$ cat config.mk
export PLATFORM = sky130hd
export DESIGN_NAME = instr_mem_loader
export DESIGN_NICKNAME = d
export VERILOG_FILES = /design/src/rtl/instr_mem_loader.sv
export SDC_FILE = /design/constraint.sdc
export NUM_CORES = 1
export LEC_CHECK = 0
export CORE_AREA = 2 2 100 63
export CTS_BUF_LIST = sky130_fd_sc_hd__clkbuf_8
export CTS_CLUSTER_DIAMETER = 80
export CTS_CLUSTER_SIZE = 24
export DETAILED_ROUTE_END_ITERATION = 10
export DIE_AREA = 0 0 102 65
export DONT_BUFFER_PORTS = 1
export PLACE_DENSITY = 0.83
export SYNTH_ARGS = -nofsm -noshare
export SYNTH_HDL_FRONTEND = slang
export SYNTH_SLANG_ARGS = --single-unit
$ cat constraint.sdc
create_clock -name clk -period 5.3 [get_ports clk]
set_input_delay 0.53 -clock clk [delete_from_list [all_inputs] [get_ports clk]]
set_output_delay 0.53 -clock clk [all_outputs]
set_load 0.005 [all_outputs]
$ cat src/rtl/instr_mem_loader.sv
// instr_mem_loader
//   Receives instruction bytes from a byte-wide source. It packs each group of
//   four bytes big-endian into a 32-bit word and writes that word into a
//   word-addressed instruction memory, one write per word.
//
// Ports
//   clk          single clock; all state updates happen on its rising edge
//   rst_n        asynchronous active-low reset
//   start        one-cycle load request; only sampled while IDLE
//   num_words    number of words to load; sampled together with start and
//                clamped to DEPTH
//   byte_valid   the source has a byte on byte_data
//   byte_data    incoming instruction byte
//   byte_ready   the loader accepts a byte in this cycle
//   mem_we       memory write strobe, one cycle per word
//   mem_addr     byte address of the word being written (word index * 4)
//   mem_wdata    assembled instruction word
//   busy         high in every state except IDLE
//   done         one-cycle pulse when a load completes
//   word_count   number of words written in the current or last load
//   err          checksum mismatch flag
//
// Build option
//   LOADER_CHECKSUM_EN  When this macro is defined, the loader keeps a running
//                       XOR of the written words. After the last word it
//                       takes a 4-byte big-endian trailer and compares the
//                       trailer with the XOR. Without the macro, err is tied
//                       to 0 and no checksum logic exists.
//
// state  | meaning
// -------+--------------------------------------------------------------
// IDLE   | waiting for start
// RECV   | accepting the four bytes of the next word
// WRITE  | one-cycle memory write of the assembled word
// CHECK  | accepting the checksum trailer (LOADER_CHECKSUM_EN only)
// DONE   | one-cycle done pulse, then back to IDLE

module instr_mem_loader #(
    parameter int DEPTH = 64,
    parameter int CNT_W = 7
) (
    input  logic             clk,
    input  logic             rst_n,
    input  logic             start,
    input  logic [CNT_W-1:0] num_words,
    input  logic             byte_valid,
    input  logic [7:0]       byte_data,
    output logic             byte_ready,
    output logic             mem_we,
    output logic [31:0]      mem_addr,
    output logic [31:0]      mem_wdata,
    output logic             busy,
    output logic             done,
    output logic [CNT_W-1:0] word_count,
    output logic             err
);

    typedef enum logic [2:0] {
        S_IDLE,
        S_RECV,
        S_WRITE,
        S_CHECK,
        S_DONE
    } state_t;

    localparam logic [CNT_W-1:0] L_DEPTH = CNT_W'(DEPTH);

    state_t           r_state;
    state_t           w_next;
    logic [CNT_W-1:0] r_n;
    logic [CNT_W-1:0] r_word_count;
    logic [CNT_W-1:0] w_wc_inc;
    logic [1:0]       r_byte_idx;
    logic [23:0]      r_shift;
    logic [31:0]      r_mem_addr;
    logic [31:0]      r_mem_wdata;
    logic [31:0]      w_word;
    logic             w_accept;
    logic             w_fourth;

    assign w_accept = byte_valid & byte_ready;
    assign w_fourth = w_accept && (r_byte_idx == 2'd3);
    // The current byte is combined with the first three held bytes, so the
    // full word is ready on the same edge as the fourth accept.
    assign w_word   = {r_shift, byte_data};
    assign w_wc_inc = r_word_count + CNT_W'(1);

    always_ff @(posedge clk or negedge rst_n) begin
        if (!rst_n) begin
            r_state <= S_IDLE;
        end else begin
            r_state <= w_next;
        end
    end

    always_comb begin
        w_next     = r_state;
        byte_ready = 1'b0;
        mem_we     = 1'b0;
        busy       = 1'b1;
        done       = 1'b0;
        case (r_state)
            S_IDLE: begin
                busy = 1'b0;
                if (start) begin
                    w_next = (num_words == '0) ? S_DONE : S_RECV;
                end
            end
            S_RECV: begin
                byte_ready = 1'b1;
                if (w_fourth) begin
                    w_next = S_WRITE;
                end
            end
            S_WRITE: begin
                mem_we = 1'b1;
                if (w_wc_inc < r_n) begin
                    w_next = S_RECV;
                end else begin
`ifdef LOADER_CHECKSUM_EN
                    w_next = S_CHECK;
`else
                    w_next = S_DONE;
`endif
                end
            end
            S_CHECK: begin
`ifdef LOADER_CHECKSUM_EN
                byte_ready = 1'b1;
                if (w_fourth) begin
                    w_next = S_DONE;
                end
`else
                w_next = S_IDLE;
`endif
            end
            S_DONE: begin
                done   = 1'b1;
                w_next = S_IDLE;
            end
            default: begin
                w_next = S_IDLE;
            end
        endcase
    end

    always_ff @(posedge clk or negedge rst_n) begin
        if (!rst_n) begin
            r_n          <= '0;
            r_word_count <= '0;
            r_byte_idx   <= '0;
            r_shift      <= '0;
            r_mem_addr   <= '0;
            r_mem_wdata  <= '0;
        end else begin
            if (r_state == S_IDLE && start) begin
                r_n          <= (num_words > L_DEPTH) ? L_DEPTH : num_words;
                r_word_count <= '0;
                r_byte_idx   <= '0;
            end
            if (w_accept) begin
                r_shift    <= {r_shift[15:0], byte_data};
                r_byte_idx <= r_byte_idx + 2'd1;
            end
            // Address and data are registered when the word completes. They
            // then stay valid through WRITE and hold until the next word.
            if (r_state == S_RECV && w_fourth) begin
                r_mem_addr  <= 32'({r_word_count, 2'b00});
                r_mem_wdata <= w_word;
            end
            if (r_state == S_WRITE) begin
                r_word_count <= w_wc_inc;
            end
        end
    end

`ifdef LOADER_CHECKSUM_EN
    logic [31:0] r_csum;
    logic        r_err;

    always_ff @(posedge clk or negedge rst_n) begin
        if (!rst_n) begin
            r_csum <= '0;
            r_err  <= 1'b0;
        end else begin
            if (r_state == S_IDLE && start) begin
                r_csum <= '0;
                r_err  <= 1'b0;
            end
            if (r_state == S_WRITE) begin
                r_csum <= r_csum ^ r_mem_wdata;
            end
            if (r_state == S_CHECK && w_fourth) begin
                r_err <= (w_word != r_csum);
            end
        end
    end

    assign err = r_err;
`else
    assign err = 1'b0;
`endif

    assign mem_addr   = r_mem_addr;
    assign mem_wdata  = r_mem_wdata;
    assign word_count = r_word_count;

endmodule

---- Yosys cells after proc, flatten, opt, wreduce, memory -nomap -nowiden ----
Index checks and enable logic that the tools add are counted.
W data, S select, Z words.
cells by class
  equal/unequal tests ..................... 6
  multiplexer cells ....................... 14
  bitwise gates (word level) .............. 1
  order comparisons ....................... 2
  add/sub/neg operators ................... 2
  reductions and logical operators ........ 8
operator list
  operator               number
  $mux W7                3
  $mux W3                4
  $pmux W3 S3            1
  $add A7 B1 Y7 const B  1
  $gt A7 B7 Y1 const B   1
  $logic_not A7 Y1       1
  $lt A7 B7 Y1           1
  $mux W1                4
  $mux W2                2
  $ne A2 B2 Y1 const B   2
  $reduce_bool A2 Y1     2
  $eq A3 B1 Y1 const B   1
  $eq A3 B2 Y1 const B   1
  $eq A3 B3 Y1 const B   1
  $logic_and A1 B1 Y1    3
  $logic_not A3 Y1       1
  $add A2 B1 Y2 const B  1
  $eq A2 B2 Y1 const B   1
  $reduce_and A2 Y1      1
  $and A1 B1 Y1          1
storage, ports and cells
  output and inout port bits .............. 76
  bits in registers ....................... 82

---- Longest topological paths before layout ----
Gate-level depths: netlist (run 1).
  depth in word-level cells ............... 6
  gate-level depth with buffers ........... 8

---- Worst setup path before layout (run 1) ----
OpenSTA, ideal clock, no wires.
  kind .................................... reg2reg
  start point ............................. register r_word_count[0], in the netlist word_count[0]
  end point ............................... register r_state[2]
  required time ........................... 5.171 ns
  setup slack ............................. 3.456 ns
  period minus slack after synthesis ...... 1.844 ns
  stages on the path, launching flop included .. 9
  arrival time ............................ 1.714 ns
  cells stage by stage .................... dfrtp_1 > ha_1 > nand3_1 > nor2_1 > xor2_1 > ha_1 > a21oi_1 > o221ai_1 > o2bb2ai_1
between the ends
  cells in the longest elaborated chain, start to end .. 4
ends and longest elaborated chain
  element                   line  text
  start: declaration        71    logic [CNT_W-1:0] r_word_count;
  start signal: assignment  172   r_word_count <= w_wc_inc;
  $add A7 B1 Y7             86    assign w_wc_inc = r_word_count + CNT_W'(1);
  $lt A7 B7 Y1              117   if (w_wc_inc < r_n) begin
  $mux W3                   117
  $pmux W3 S3               102   case (r_state)
  end signal: assignment    92    r_state <= w_next;
  end: declaration          68    state_t r_state;
Every way passes these cells.
A chain may end at the register's enable or synchronous reset.

---- Worst setup path after layout (run 1) ----
  start point ............................. register r_word_count[0], in the netlist word_count[0]
  end point ............................... register r_state[0]
Same word-level chain as after synthesis.

==> impl_summary.txt, run 1 <==
----------------------------------------------------
[Status]
  Status ... complete, no violations

[Layout]
  Total number of nets in the final design ... about 350
  Fillers ... approximately 440
  Area growth, synth to finish ... 4.84%
  Fraction of layout instances using a drive strength above 1 ... 5.76%
  Antenna fix cells ... 0
  Utilization of the core after routing ... around two thirds
  Number of non-filler instances in the completed layout ... just over 400

[CTS]
  Resized cells post-CTS ... 0
  Number of hold buffers added after CTS ... 1
  H-tree Lvls ... 3
  Number of buffers inserted by post-CTS setup repair ... 0
  Clock tree from TritonCTS ... yes
  Maximum clock path buffer count ... 2
  Worst-Skew Late Latency ... about 0.34 ns
  CTS root buf ... sky130_fd_sc_hd__clkbuf_8
  Clock Sinks ... 82
  Cts bufs inserted ... 9
  CTS clock-pin slew for the worst setup and hold paths ... 0.08 ns

[GRT]
  Total GRT Usage ... 20.8%
  Maximum number of pins on one net before global-route repair ... 83
  Vias in the first global route ... approximately 2,100
  Antenna violations before repair ... 0
  GRT Residual Overflow ... 0
  Global-route wire length before repair ... 10,500 um

[Drt]
  TritonRoute pass-1 iters ... 5
  Detailed-route vias per instance ... between 5 and 6
  Vias after detailed routing ... 2,181
  Post-Route WL ... between 6000 and 7000 um
  Number of antenna-violating nets in the routed design ... 0
  Post-DR wirelength/cell ... between 15 and 20 um
  Initial DRC Count ... 86
  Remaining design rule violation count ... 0

[Timing]
  Minimum clock period after layout ... between 2 and 2.5 ns
  Max Transition Viols Final ... 0
  Final-layout setup total negative slack ... 0 ns
  Worst slew margin ... a little under two fifths
  Tcrit/Tclk final ... 41.8%
  Worst Clk Skew ... 0.00840 ns
  Final-report setup violation count ... 0
  Transition time at the pin with the least slew margin ... 0.948 ns
  Hold violation total from the final report ... 0
  Fin worst setup slack ... 3.08 ns
  F_max ... roughly 450 MHz
  Setup repair after global routing missed its margin ... false

[Logic synthesis]
  Area share of the largest cell type after synthesis ... between 50% and 60%
  Top cells by area in the synthesized netlist ... sky130_fd_sc_hd__dfrtp_1 (57%), sky130_fd_sc_hd__mux2_1 (12%), sky130_fd_sc_hd__nand2_1 (10%), sky130_fd_sc_hd__buf_4 (5.6%), sky130_fd_sc_hd__ha_1 (2.8%)
  Post-synthesis instance area ... 3620 sq um
  Sequential-to-total area share from yosys stat ... a little under three fifths
  Number of distinct library cells after synthesis ... 32
  Share of synthesized flip-flops with an asynchronous set or reset ... 100%
  Yosys Warn Count ... 0
  Mean cell area of the mapped netlist ... roughly 11 sq um
  Leading area contributor after synthesis ... sky130_fd_sc_hd__dfrtp_1
  Post-synthesis register bit count ... 82
  Number of instances in the synthesized netlist ... approximately 330
  Number of flops mapped to enable cells by yosys ... 0
  Most common flop cell mapped by yosys ... sky130_fd_sc_hd__dfrtp_1

[Pwr]
  Leak pwr ... between 1.5 and 2 nW
  Share of power burned in the clock network ... about a quarter
  Power spent charging and discharging nets ... around 0.00064 W
  Cell Int Power ... around 0.0014 W
  Power per cell area ... between 500 and 600 nW/um^2
  Switching share of total power ... between 30% and 40%
  Largest vdd supply drop ... 0.294 mV
  Portion of total power attributed to sequential cells ... around 54%
  Combinational group share of total power ... 21.4%

[Die]
  FP Rows ... 22
  Core Region ... ~5800 sq um
  Die span in x ... a little over 100 um
  Total I/O pin count ... 95
  Starting utilization of the core area ... 62.0%
  Area of the die ... approximately 6600 sq um
  Overall die height ... roughly 65 um

[Placed design]
  Placement Setup Slack ... between 3 and 4 ns
  Gpl congestion ... about 0.85
  Placed Cells incl. Taps ... between 300 and 400
  Estimated wirelength of the detail-placed design ... roughly 4400 um
  Number of port buffers ... 0

[Worst setup path]
  Most common cell on crit path ... sky130_fd_sc_hd__ha_1
  Max incr delay on CP ... approximately 0.48 ns
  Required time reported for the critical path endpoint ... roughly 5.5 ns
  Top delay family on crit path ... adder cells
  CP cell instances ... ha_1, nand3_1, nor2_1, xor2_1, ha_1, a21oi_1, o221ai_1, o21ai_0
  Path type of the worst setup path ... flip-flop to flip-flop
  CP Buf/Inv Count ... 0
  Kind of end point of the critical path ... flip-flop
  Crit path DAT ... roughly 2.5 ns
  Cell with the biggest individual delay on the critical path ... sky130_fd_sc_hd__dfrtp_1
  CP Launch Type ... flip-flop
  Worst-path fanout max ... 8

[Hold path]
  Hold/Removal Path Class ... primary input to asynchronous set/reset pin

[Run]
  Max-cap check violation count ... 0

----------------------------------------------------
## worst paths after layout
| kind | cells past startpoint | slack [ns] | from | endpoint |
|---|---|---|---|---|
| hold reg to reg | 2 | 0.48 | r_shift[16] | r_shift[16] |
| min in group clk | 2 | 0.30 | byte_data[6] | r_shift[6] |
| setup reg to reg | 8 | 3.08 | word_count[0] | r_state[0] |
| max in group asynchronous | 1 | 4.89 | rst_n | mem_wdata[12] |
| hold / removal | 1 | 0.07 | rst_n | r_n[1] |
| setup / recovery | 8 | 3.08 | word_count[0] | r_state[0] |
## power groups by stage
stage | registers [W] | clock network [W] | logic [W]
floorplan | 0.00103 | 0 | 0.000372
global placement | 0.00108 | 0 | 0.000393
detailed placement | 0.00110 | 0 | 0.000419
CTS | 0.00108 | 0.000509 | 0.000436
global route | 0.00112 | 0.000538 | 0.000501
finish | 0.00108 | 0.000495 | 0.000428
## routing by layer
layer | GRT usage, % | share of wire, % | up-vias
met3 | 7.77 | 9.8 | 7
met2 | 30.0 | 43 | 90
met5 | 0 | 0 | -
li1 | - | - | 1016
met4 | 6.50 | 0.96 | 0
met1 | 29.4 | 47 | 1068
## cells by family after synthesis
group,share of synthesized area (%)
muxes,12.5
xor gates and xnor gates,1.21
buffers and inverters,8.51
other,0.104
DFF,56.7
adders and majority gates,2.77
AOI/OAI and AO/OA,3.25
and+or+nand+nor,14.9
## worst register-to-register path: stages (launching register included)
cell and delay (ns):
sky130_fd_sc_hd__dfrtp_1 0.48, sky130_fd_sc_hd__ha_1 0.23, sky130_fd_sc_hd__nand3_1 0.14, sky130_fd_sc_hd__nor2_1 0.17, sky130_fd_sc_hd__xor2_1 0.25, sky130_fd_sc_hd__ha_1 0.31, sky130_fd_sc_hd__a21oi_1 0.15, sky130_fd_sc_hd__o221ai_1 0.16
sky130_fd_sc_hd__o21ai_0 0.22
## state kept, by name, indices dropped and copies added, names as in the netlist
name        flops
mem_wdata      32
r_shift        24
mem_addr        7
r_n             7
word_count      7
r_state         3
r_byte_idx      2
## Yosys cell counts (2+ instances only)
cell and number:
sky130_fd_sc_hd__nand2_1 96, sky130_fd_sc_hd__dfrtp_1 82, sky130_fd_sc_hd__mux2_1 39, sky130_fd_sc_hd__buf_4 27, sky130_fd_sc_hd__nand3_1 10, sky130_fd_sc_hd__o21ai_0 9, sky130_fd_sc_hd__ha_1 8, sky130_fd_sc_hd__inv_1 7
sky130_fd_sc_hd__nand2b_1 6, sky130_fd_sc_hd__and3_1 4, sky130_fd_sc_hd__buf_6 4, sky130_fd_sc_hd__clkbuf_1 4, sky130_fd_sc_hd__a21o_1 3, sky130_fd_sc_hd__buf_2 3, sky130_fd_sc_hd__nor3_1 3, sky130_fd_sc_hd__xnor2_1 3
sky130_fd_sc_hd__a21oi_1 2, sky130_fd_sc_hd__nor2_1 2, sky130_fd_sc_hd__xor2_1 2
## final cells by class
class	instances	area, sq um	area share [%]
sequential	82	2050	54.1
multi-input combinational	224	1350	35.6
clock buffer	11	151	3.99
tap	84	105	2.77
clock inverter	4	73.8	1.95
inverter	8	30.0	0.792
timing repair buffer	1	27.5	0.726
## cell usage in the layout, fill, tap and decap left out, types with 6 or more instances in the layout
cell type,count
sky130_fd_sc_hd__mux2_1,39
sky130_fd_sc_hd__clkbuf_8,11
sky130_fd_sc_hd__ha_1,8
sky130_fd_sc_hd__dfrtp_1,82
sky130_fd_sc_hd__o21ai_0,9
sky130_fd_sc_hd__inv_1,7
sky130_fd_sc_hd__conb_1,26
sky130_fd_sc_hd__nand2b_1,6
sky130_fd_sc_hd__nand3_1,10
sky130_fd_sc_hd__nand2_1,96
## metrics by stage
| step | instance area, sq um | hold WS (ns) | power [W] |
|---|---|---|---|
| floorplan | 3710 | 0.234 | 0.00140 |
| global placement | 3540 | 0.236 | 0.00147 |
| detailed placement | 3540 | 0.237 | 0.00152 |
| CTS | 3790 | 0.0898 | 0.00203 |
| global route | 3790 | 0.0850 | 0.00215 |
| finish | 3790 | 0.0681 | 0.00200 |
Power figures use the tool's default switching activity.
==> inputs of run 2 (changes only) <==
- clock period: 5.3 -> 2.06 ns (I/O delays scaled with it)
==> impl_summary.txt, run 2 (synthesized netlist as in run 1, its figures left out) <==
----------------------------------------------------
[CTS]
  Maximum clock path buffer count ... 2 (unchanged)
  Number of hold buffers added after CTS ... 13 (+12)
  Clock Sinks ... 82 (unchanged)
  CTS root buf ... sky130_fd_sc_hd__clkbuf_8
  Worst-Skew Late Latency ... 0.35 ns (about the same)
  H-tree Lvls ... 3 (unchanged)
  Clock tree from TritonCTS ... yes
  Cts bufs inserted ... 9 (unchanged)
  CTS clock-pin slew for the worst setup and hold paths ... 0.09 ns (about the same)

[Drt]
  TritonRoute pass-1 iters ... 6 (+1)
  Post-Route WL ... 6950 um (+9.8%)
  Post-DR wirelength/cell ... 16.0 um (+4.5%)
  Initial DRC Count ... 97 (+13%)
  Number of antenna-violating nets in the routed design ... 0 (unchanged)
  Detailed-route vias per instance ... 5.16 (-2.0%)
  Vias after detailed routing ... 2,246 (+3.0%)
  Remaining design rule violation count ... 0 (unchanged)

[Timing]
  Minimum clock period after layout ... 1.93 ns (-0.288 ns)
  Hold WS ... -0.465 ns (-0.533 ns)
  Final-report setup violation count ... 0 (unchanged)
  Worst Clk Skew ... 0.0115 ns (+0.00307 ns)
  Max Transition Viols Final ... 0 (unchanged)
  F_max ... 519 MHz (+15%)
  Hold violation total from the final report ... 82 (+82)
  Setup repair after global routing missed its margin ... false
  Final-layout setup total negative slack ... 0 ns (unchanged)
  Tcrit/Tclk final ... 93.5% (+52 points)

[Die]
  Overall die height ... 65 um (unchanged)
  Area of the die ... 6630 sq um (unchanged)
  Starting utilization of the core area ... 62.0% (unchanged)
  Core Region ... 5840 sq um (unchanged)
  Die span in x ... 102 um (unchanged)
  FP Rows ... 22 (unchanged)
  Total I/O pin count ... 95 (unchanged)

[Pwr]
  Power per cell area ... 1310 nW/um^2 (+150%)
  Leak pwr ... 2.04 nW (+3.5%)
  Largest vdd supply drop ... 0.739 mV (+150%)
  Power, Total ... 0.00521 W (+160%)

[Layout]
  Final standard cell area without fillers ... 3980 sq um (+5.0%)
  Antenna fix cells ... 0 (unchanged)
  Fraction of layout instances using a drive strength above 1 ... 9.40% (+3.6 points)
  Most common cell after layout, fill and taps aside ... sky130_fd_sc_hd__nand2_1
  Total number of nets in the final design ... 373 (+5.7%)
  Number of flip-flops under the largest register name ... 32 (unchanged)
  Fillers ... 453 (+3.9%)
  Leading cell types in the layout, fill and taps excluded ... sky130_fd_sc_hd__nand2_1 (96), sky130_fd_sc_hd__dfrtp_1 (82), sky130_fd_sc_hd__mux2_1 (39)
  Area growth, synth to finish ... 10.1%

[Worst setup path]
  Worst-path fanout max ... 6 (-2)
  R2R Path Start ... word_count[4]
  CP Launch Type ... flip-flop
  Crit path DAT ... 2.14 ns (-0.31 ns)
  Kind of end point of the critical path ... flip-flop
  Endpoint of the worst-slack reg-to-reg timing path ... r_state[0]
  Required time reported for the critical path endpoint ... 2.28 ns (-3.26 ns)
  Path type of the worst setup path ... flip-flop to flip-flop
  Worst R2R Path Depth ... 7 (-1)
  Setup slack of the most critical reg-to-reg path ... 0.13 ns (-2.95 ns)

[Status]
  Status ... finished with violations
  Violations in the final reports ... negative hold slack

[Placed design]
  Number of port buffers ... 0 (unchanged)
  Gpl congestion ... 0.842 (-0.67%)
  Estimated wirelength of the detail-placed design ... 4610 um (+4.6%)
  Total placed instance area ... 3610 sq um (+2.1%)

[GRT]
  Total GRT Usage ... 23.2% (+2.4 points)
  Maximum number of pins on one net before global-route repair ... 83 (unchanged)
  Vias in the first global route ... 2,306 (+8.3%)
  Antenna violations before repair ... 0 (unchanged)
  Global-route wire length before repair ... 11,600 um (+10%)
  GRT Residual Overflow ... 0 (unchanged)

[Hold path]
  Hold/Removal Path Class ... primary input to asynchronous set/reset pin

[Run]
  Max-cap check violation count ... 0 (unchanged)

----------------------------------------------------
==> run 2: changes by cell type in the layout (fill, tap and decap cells not counted), moves of 2 or more <==
cell	before	now
sky130_fd_sc_hd__dlygate4sd3_1	0	13
sky130_fd_sc_hd__inv_6	1	3
sky130_fd_sc_hd__buf_4	0	6
sky130_fd_sc_hd__clkinvlp_4	0	2
==> run 2: critical path, stage by stage, from the launching register on <==
cell                       delay (ns)
sky130_fd_sc_hd__dfrtp_1         0.50
sky130_fd_sc_hd__and3_1          0.20
sky130_fd_sc_hd__nand3_1         0.13
sky130_fd_sc_hd__xnor2_1         0.18
sky130_fd_sc_hd__ha_1            0.31
sky130_fd_sc_hd__nand4_1         0.13
sky130_fd_sc_hd__o221ai_2        0.24
sky130_fd_sc_hd__o21ai_0         0.10
==> run 2: how the worst max path moves through the flow <==
stage	end	slack (ns)	start	cells after the start
final	r_state[0]	0.13	word_count[4]	7
after global routing	r_state[0]	0.002	word_count[0]	8
after CTS	r_state[2]	0.06	word_count[0]	8
after detailed placement	r_state[2]	0.07	word_count[0]	8
after global placement	r_state[2]	0.23	word_count[0]	7
after floorplan	r_state[2]	0.22	word_count[0]	8
==> run 2: metal layers <==
layer  global-route usage, %  vias to the layer above  wire length [um]
li1                        -                     1062                 -
met1                    33.5                     1103              3300
met2                    33.0                       71              3100
met3                    7.77                       10               477
met4                    8.33                        0                68
met5                       0                        -                 0
==> run 2: layout make-up <==
cell class              count  area (sq um)  share of cell area (%)
well taps                  84           105                    2.64
multi-input cells         224          1380                    34.6
clock inverters             6          71.3                    1.79
flip-flops and latches     82          2050                    51.6
clock buffers              10           138                    3.46
repair buffers             21           206                    5.19
inverters                   8          30.0                   0.754
==> run 2: what timing repair did <==
item                                    4_1_cts  5_1_grt
endpoints found under the setup margin        0        2
setup buffers                                 0        0
endpoints found under the hold margin       103       82
resized for setup                             0        7
==> run 2: power breakdown <==
group | switching (W) | internal (W) | total [W]
clock | 0.000610 | 0.000606 | 0.00122
sequential | 0.000490 | 0.00227 | 0.00276
combinational | 0.000660 | 0.000572 | 0.00123
==> run 2: metrics by stage <==
step           setup slack, ns  utilization, %  hold slack [ns]  std cells
6_report                 0.133            68.2           -0.465        435
5_1_grt                0.00153            68.2           -0.492        435
4_1_cts                 0.0625            67.7           -0.479        435
3_5_place_dp            0.0730            61.9          -0.0877        406
3_3_place_gp             0.228            61.9          -0.0876        406
2_1_floorplan            0.216               -          -0.0896        352
